## src/rtl/instr_sequencer_if.sv

```systemverilog
// Handshake and datapath-control bundle between the instruction sequencer (master)
// and the fetch/memory/decode/datapath side (slave).
interface instr_sequencer_if #(
    parameter int unsigned CNT_W = 6,
    parameter int unsigned RET_W = 16
);
    logic             Run;
    logic             Fetch_Ack;
    logic             Mem_Ack;
    logic [3:0]       Decode;
    logic [CNT_W-1:0] CntIn;
    logic             CondPass;

    logic             Fetch_Req;
    logic             IR_Load;
    logic             PC_Inc;
    logic             RegRd_En;
    logic             ALU_En;
    logic             Mem_Req;
    logic             Mem_Wr;
    logic             RegWr_En;
    logic [CNT_W-1:0] CntOut;
    logic             Busy;
    logic             InstrDone;
    logic [RET_W-1:0] RetCount;

    modport master (
        input  Run, Fetch_Ack, Mem_Ack, Decode, CntIn, CondPass,
        output Fetch_Req, IR_Load, PC_Inc, RegRd_En, ALU_En, Mem_Req, Mem_Wr, RegWr_En,
               CntOut, Busy, InstrDone, RetCount
    );

    modport slave (
        output Run, Fetch_Ack, Mem_Ack, Decode, CntIn, CondPass,
        input  Fetch_Req, IR_Load, PC_Inc, RegRd_En, ALU_En, Mem_Req, Mem_Wr, RegWr_En,
               CntOut, Busy, InstrDone, RetCount
    );
endinterface

```

## src/rtl/instr_sequencer.sv

```systemverilog
// Multi-cycle instruction sequencer: fetch, decode, execute, memory and write-back phases,
// with PC increment, control-word latching and a retired-instruction counter.
module instr_sequencer #(
    parameter int unsigned CNT_W = 6,
    parameter int unsigned RET_W = 16
) (
    input  logic               CLK,
    input  logic               RST,
    instr_sequencer_if.master  bus
);
    typedef enum logic [2:0] {
        StIdle   = 3'd0,
        StFetch  = 3'd1,
        StDecode = 3'd2,
        StExec   = 3'd3,
        StMem    = 3'd4,
        StWb     = 3'd5
    } state_e;

    localparam logic [3:0] ClsNone  = 4'd0;
    localparam logic [3:0] ClsLoad  = 4'd9;
    localparam logic [3:0] ClsStore = 4'd10;

    state_e           state_q, state_d;
    logic [CNT_W-1:0] cnt_q;
    logic [3:0]       cls_q;
    logic [RET_W-1:0] ret_q;
    logic             retire;
    logic             annul;

    always_ff @(posedge CLK) begin
        if (RST) begin
            state_q <= StIdle;
            cnt_q   <= '0;
            cls_q   <= '0;
            ret_q   <= '0;
        end else begin
            state_q <= state_d;
            if (state_q == StDecode) begin
                cnt_q <= bus.CntIn;
                cls_q <= bus.Decode;
            end
            if (retire) begin
                ret_q <= ret_q + RET_W'(1);
            end
        end
    end

    always_comb begin
        state_d = state_q;
        case (state_q)
            StIdle:   if (bus.Run) state_d = StFetch;
            StFetch:  if (bus.Fetch_Ack) state_d = StDecode;
            StDecode: begin
                if (!bus.CondPass) state_d = bus.Run ? StFetch : StIdle;
                else               state_d = StExec;
            end
            StExec: begin
                if (cls_q == ClsLoad || cls_q == ClsStore) state_d = StMem;
                else if (cls_q == ClsNone)                 state_d = bus.Run ? StFetch : StIdle;
                else                                       state_d = StWb;
            end
            StMem: begin
                if (bus.Mem_Ack) begin
                    // Only loads and stores reach this state; loads still need write-back.
                    if (cls_q == ClsLoad) state_d = StWb;
                    else                  state_d = bus.Run ? StFetch : StIdle;
                end
            end
            StWb:     state_d = bus.Run ? StFetch : StIdle;
            default:  state_d = StIdle;
        endcase
    end

    always_comb begin
        bus.Fetch_Req = 1'b0;
        bus.IR_Load   = 1'b0;
        bus.PC_Inc    = 1'b0;
        bus.RegRd_En  = 1'b0;
        bus.ALU_En    = 1'b0;
        bus.Mem_Req   = 1'b0;
        bus.Mem_Wr    = 1'b0;
        bus.RegWr_En  = 1'b0;
        retire        = 1'b0;
        annul         = 1'b0;
        case (state_q)
            StFetch: begin
                bus.Fetch_Req = 1'b1;
                bus.IR_Load   = bus.Fetch_Ack;
                bus.PC_Inc    = bus.Fetch_Ack;
            end
            StDecode: begin
                bus.RegRd_En = 1'b1;
                annul        = !bus.CondPass;
            end
            StExec: begin
                bus.ALU_En = 1'b1;
                retire     = (cls_q == ClsNone);
            end
            StMem: begin
                bus.Mem_Req = 1'b1;
                bus.Mem_Wr  = (cls_q == ClsStore);
                retire      = bus.Mem_Ack && (cls_q == ClsStore);
            end
            StWb: begin
                bus.RegWr_En = 1'b1;
                retire       = 1'b1;
            end
            default: ;
        endcase
        bus.Busy      = (state_q != StIdle);
        bus.InstrDone = retire | annul;
    end

    assign bus.CntOut   = cnt_q;
    assign bus.RetCount = ret_q;
endmodule

```

## src/flat_wrapper.sv

```systemverilog
// flat-port wrapper written by rule: the top's interface ports become plain ports
module instr_sequencer_flat 
#(
    parameter int unsigned CNT_W = 6,
    parameter int unsigned RET_W = 16
)
  (CLK, RST, bus_Run, bus_Fetch_Ack, bus_Mem_Ack, bus_Decode, bus_CntIn, bus_CondPass, bus_Fetch_Req, bus_IR_Load, bus_PC_Inc, bus_RegRd_En, bus_ALU_En, bus_Mem_Req, bus_Mem_Wr, bus_RegWr_En, bus_CntOut, bus_Busy, bus_InstrDone, bus_RetCount);
  instr_sequencer_if #(.CNT_W(CNT_W), .RET_W(RET_W)) bus_i ();
  input  logic CLK;
  input  logic RST;
  input wire logic [$bits(bus_i.Run)-1:0] bus_Run;
  input wire logic [$bits(bus_i.Fetch_Ack)-1:0] bus_Fetch_Ack;
  input wire logic [$bits(bus_i.Mem_Ack)-1:0] bus_Mem_Ack;
  input wire logic [$bits(bus_i.Decode)-1:0] bus_Decode;
  input wire logic [$bits(bus_i.CntIn)-1:0] bus_CntIn;
  input wire logic [$bits(bus_i.CondPass)-1:0] bus_CondPass;
  output wire logic [$bits(bus_i.Fetch_Req)-1:0] bus_Fetch_Req;
  output wire logic [$bits(bus_i.IR_Load)-1:0] bus_IR_Load;
  output wire logic [$bits(bus_i.PC_Inc)-1:0] bus_PC_Inc;
  output wire logic [$bits(bus_i.RegRd_En)-1:0] bus_RegRd_En;
  output wire logic [$bits(bus_i.ALU_En)-1:0] bus_ALU_En;
  output wire logic [$bits(bus_i.Mem_Req)-1:0] bus_Mem_Req;
  output wire logic [$bits(bus_i.Mem_Wr)-1:0] bus_Mem_Wr;
  output wire logic [$bits(bus_i.RegWr_En)-1:0] bus_RegWr_En;
  output wire logic [$bits(bus_i.CntOut)-1:0] bus_CntOut;
  output wire logic [$bits(bus_i.Busy)-1:0] bus_Busy;
  output wire logic [$bits(bus_i.InstrDone)-1:0] bus_InstrDone;
  output wire logic [$bits(bus_i.RetCount)-1:0] bus_RetCount;
  assign bus_i.Run = bus_Run;
  assign bus_i.Fetch_Ack = bus_Fetch_Ack;
  assign bus_i.Mem_Ack = bus_Mem_Ack;
  assign bus_i.Decode = bus_Decode;
  assign bus_i.CntIn = bus_CntIn;
  assign bus_i.CondPass = bus_CondPass;
  assign bus_Fetch_Req = bus_i.Fetch_Req;
  assign bus_IR_Load = bus_i.IR_Load;
  assign bus_PC_Inc = bus_i.PC_Inc;
  assign bus_RegRd_En = bus_i.RegRd_En;
  assign bus_ALU_En = bus_i.ALU_En;
  assign bus_Mem_Req = bus_i.Mem_Req;
  assign bus_Mem_Wr = bus_i.Mem_Wr;
  assign bus_RegWr_En = bus_i.RegWr_En;
  assign bus_CntOut = bus_i.CntOut;
  assign bus_Busy = bus_i.Busy;
  assign bus_InstrDone = bus_i.InstrDone;
  assign bus_RetCount = bus_i.RetCount;
  instr_sequencer #(.CNT_W(CNT_W), .RET_W(RET_W)) u_core (.CLK(CLK), .RST(RST), .bus(bus_i));
endmodule
```

## config.mk

```make
export PLATFORM = sky130hd
export DESIGN_NAME = instr_sequencer_flat
export DESIGN_NICKNAME = d
export VERILOG_FILES = /design/src/rtl/instr_sequencer_if.sv /design/src/rtl/instr_sequencer.sv /design/src/flat_wrapper.sv
export SDC_FILE = /design/constraint.sdc
export NUM_CORES = 1
export LEC_CHECK = 0
export CAP_MARGIN = 20
export CORE_ASPECT_RATIO = 0.6
export CORE_MARGIN = 5
export CORE_UTILIZATION = 30
export CTS_CLUSTER_DIAMETER = 200
export CTS_CLUSTER_SIZE = 12
export DETAILED_ROUTE_END_ITERATION = 10
export GPL_TIMING_DRIVEN = 0
export HOLD_SLACK_MARGIN = 0.15
export PLACE_DENSITY = 0.68
export SETUP_SLACK_MARGIN = 0.2
export SYNTH_ARGS = -nofsm -noshare
export SYNTH_HDL_FRONTEND = slang
export SYNTH_SLANG_ARGS = --single-unit
```

## constraint.sdc

```tcl
create_clock -name CLK -period 2.3 [get_ports CLK]
set_clock_uncertainty 0.2 [all_clocks]
set_input_delay 0.345 -clock CLK [delete_from_list [all_inputs] [get_ports CLK]]
set_output_delay 0.345 -clock CLK [all_outputs]
set_load 0.02 [all_outputs]
```

==> results of run 1 <==
## layout by cell type, fill, tap and decap left out, types with 2 or more instances in the layout
cell             Yosys  layout
clkdlybuf4s50_1      0      37
nand2_1             26      26
dfxtp_1             29      24
buf_4                1      20
a21oi_1             20      19
nor2_1              13      13
xor2_1              10      10
o21ai_1              6       7
clkbuf_8             0       7
or3_1                6       6
dlygate4sd2_1        0       5
clkbuf_1             5       4
o211ai_1             4       4
inv_1                4       3
nor4_1               3       3
and3_1               3       3
nand4_1              3       3
nand3_1              3       3
clkdlybuf4s15_2      0       3
dfxtp_2              0       3
buf_6                0       2
nand3b_1             2       2
nor3b_4              1       2
nor3_1               2       2
and2_1               2       2
a311oi_1             2       2
o2111ai_1            3       2
o21ai_0              3       2
dfxtp_4              0       2
## final cells by class
| class | count | area (sq um) | area share |
|---|---|---|---|
| Buffer | 10 | 66.3 | 0.0292 |
| Clock buffer | 7 | 96.3 | 0.0424 |
| Clock inverter | 1 | 5.00 | 0.00220 |
| Inverter | 4 | 15.0 | 0.00661 |
| Multi-Input combinational cell | 127 | 827 | 0.364 |
| Sequential cell | 29 | 592 | 0.260 |
| Tap cell | 63 | 78.8 | 0.0347 |
| Timing Repair Buffer | 64 | 592 | 0.260 |
## layer usage
layer  GRT usage  vias to the layer above  wire length (microns)
li1            -                      756                      -
met1       0.190                      685                   2120
met2       0.181                       46                   1700
met3      0.0408                        5                    258
met4      0.0562                        0                     50
met5           0                        -                      0
## what timing repair did
action / in CTS / in global routing
setup endpoints to repair: 16 / 16
gates resized for setup: 31 / 16
buffers inserted: 10 / 7
pin swaps: 8 / 10
## worst max-delay path: stages, from the launching register on
cell     delay, ns
dfxtp_4       0.36
or4_4         0.56
o32ai_4       0.15
nor2_4        0.09
o21ai_1       0.08
buf_4         0.16
## per-stage QoR
step / hold slack, ns / utilization / setup slack, ns / instance area [sq um]
after floorplan: 0.255 / - / 0.263 / 1440
after detailed placement: 0.249 / 0.433 / -0.526 / 1990
after CTS: 0.257 / 0.475 / 0.0200 / 2180
after global routing: 0.281 / 0.495 / -0.00118 / 2270
final: 0.253 / 0.495 / 0.0781 / 2270
after global placement: 0.244 / 0.433 / -0.541 / 1990
## flip-flops by register name, indices dropped and copies added (netlist names)
register,flops
u_core.bus.RetCount,16
u_core.bus.CntOut,6
u_core.cls_q,4
u_core.state_q,3
## cells by family (layout without fill, tap and decap cells)
| group | count (synthesis) | in the layout | synth area share |
|---|---|---|---|
| simple gates | 72 | 72 | 0.271 |
| compound gates | 42 | 42 | 0.191 |
| flops | 29 | 29 | 0.406 |
| buf+inv | 14 | 86 | 0.0481 |
| xor+xnor | 10 | 10 | 0.0612 |
| mux | 2 | 2 | 0.0149 |
| fa+ha+maj | 1 | 1 | 0.00874 |
## power by group through the flow
stage / Combinational, mW / Sequential, mW / Clock (mW)
6_report: 0.218 / 0.526 / 0.468
5_1_grt: 0.237 / 0.528 / 0.507
4_1_cts: 0.207 / 0.525 / 0.482
3_5_place_dp: 0.198 / 0.537 / 0
3_3_place_gp: 0.197 / 0.537 / 0
2_1_floorplan: 0.107 / 0.542 / 0
## final timing paths
check                                           from                       to  slack, ns  cells after the start
worst min register to register  u_core.bus.CntOut[4]     u_core.bus.CntOut[4]       0.25                      2
worst max-delay path                 u_core.cls_q[1]            bus_InstrDone       0.08                      5
worst min-delay path            u_core.bus.CntOut[4]     u_core.bus.CntOut[4]       0.25                      2
worst max register to register       u_core.cls_q[1]  u_core.bus.RetCount[12]       0.09                      7
==> impl_metrics.json, run 1 <==
{
  "grt_pass1_wl_mm": 6.71,
  "ioPinCount": 48,
  "cts-root-buf": "clkbuf_8",
  "place_hpwl_mm": 2.87,
  "grt.total_usage": 0.133,
  "antenna_cells": 0,
  "tns_ns": 0,
  "finalSetupViolCount": 0,
  "slew-limit-headroom": 0.706,
  "status": "finished clean",
  "io_buffer_count": 47,
  "endpoint_kind": "primary output",
  "netlist_area_sq_um": 1430,
  "yosysSeqAreaShare": 0.406,
  "wl_per_cell_microns": 13.5,
  "cts_buffers": 5,
  "ys_top_cells_by_count": "dfxtp_1, nand2_1, a21oi_1",
  "drive_above_1_share": 0.207,
  "p_seq_frac": 0.434,
  "grt_overflow_total": 0,
  "synth.top_cell.area_share": 0.406,
  "power_mw": 1.21,
  "nFillCells": 439,
  "synth_edf_count": 0,
  "drtIter0Drc": 56,
  "max-vdd-ir-drop_mv": 0.221,
  "p_per_area_nw_per_um2": 533,
  "clock-sinks": 29,
  "synth_fp_nets": 187,
  "synth_area_per_cell_sq_um": 8.42,
  "cts_max_path_buffers": 2,
  "vias": 1492,
  "clock_latency_ns": 0.28,
  "hold_violations": 0,
  "drc": 0,
  "wirelength_mm": 4.13,
  "stdcell_count": 305,
  "crit_type": "register to primary output",
  "yosysWarnings": 0,
  "fp.dieArea_sq_um": 6300,
  "rows": 19,
  "synthArstFlopShare": 0,
  "via_per_inst": 4.89,
  "internal_power_mw": 0.896,
  "netSwitchingPower_mw": 0.316,
  "synth_cell_type_count": 38,
  "cp_max_fo": 6,
  "synth_top_area_cell": "dfxtp_1",
  "synth.most_common_cell": "dfxtp_1",
  "rsz0062_at_grt": "yes",
  "start_util": 0.312,
  "post-route-period-util": 0.966,
  "gp_congestion": 0.834,
  "drv_cap": 0,
  "switching_share": 0.260,
  "dr.pass1.iters": 4,
  "crit_path_start_kind": "register",
  "clkSlewWorstSetupHoldPaths_ns": 0.06,
  "final_nets": 258,
  "netlist_instances": 170,
  "core_area_sq_um": 4590,
  "grt_pass1_vias": 1371,
  "cts_hold_buffers": 0,
  "dieHeight_microns": 63.5,
  "area.growth.synth_to_final_pct": 58.7,
  "leakage_nw": 0.862,
  "dp_cells": 280,
  "arrival_ns": 1.68,
  "cts_tree": "done",
  "synth-main-ff-cell": "dfxtp_1",
  "fin_crit_ns": 2.22,
  "synthTopCellsByArea": "dfxtp_1, a21oi_1, nand2_1",
  "antenna_found_initial": 0,
  "power.share.clock": 0.386,
  "die_x_microns": 99.2,
  "p_comb_frac": 0.180,
  "max_freq_ghz": 0.450,
  "tightest_slew_ns": 0.440,
  "htree_levels": 2,
  "postRouteAntennaNets": 0,
  "worstPathRequired_ns": 1.75,
  "synth_seq_cells": 29,
  "hold_path_class": "register to register",
  "grt_max_degree": 11,
  "finalMaxSlewViolations": 0
}
(Power assumes the default switching activity.)
==> run 2, diff against run 1 <==
--- a/config.mk
+++ b/config.mk
@@ -9,7 +9,6 @@
 export CORE_ASPECT_RATIO = 0.6
 export CORE_MARGIN = 5
 export CORE_UTILIZATION = 30
-export CTS_CLUSTER_DIAMETER = 200
 export CTS_CLUSTER_SIZE = 12
 export DETAILED_ROUTE_END_ITERATION = 10
 export GPL_TIMING_DRIVEN = 0
==> results of run 2 <==
Same layout as run 1: the final DEF is identical, and so are final timing and power.
==> run 3, diff against run 2 <==
--- a/config.mk
+++ b/config.mk
@@ -9,6 +9,7 @@
 export CORE_ASPECT_RATIO = 0.6
 export CORE_MARGIN = 5
 export CORE_UTILIZATION = 30
+export CTS_BUF_LIST = sky130_fd_sc_hd__clkbuf_8 sky130_fd_sc_hd__clkbuf_16
 export CTS_CLUSTER_SIZE = 12
 export DETAILED_ROUTE_END_ITERATION = 10
 export GPL_TIMING_DRIVEN = 0
==> results of run 3 <==
Same layout as run 1: the final DEF is identical, and so are final timing and power.
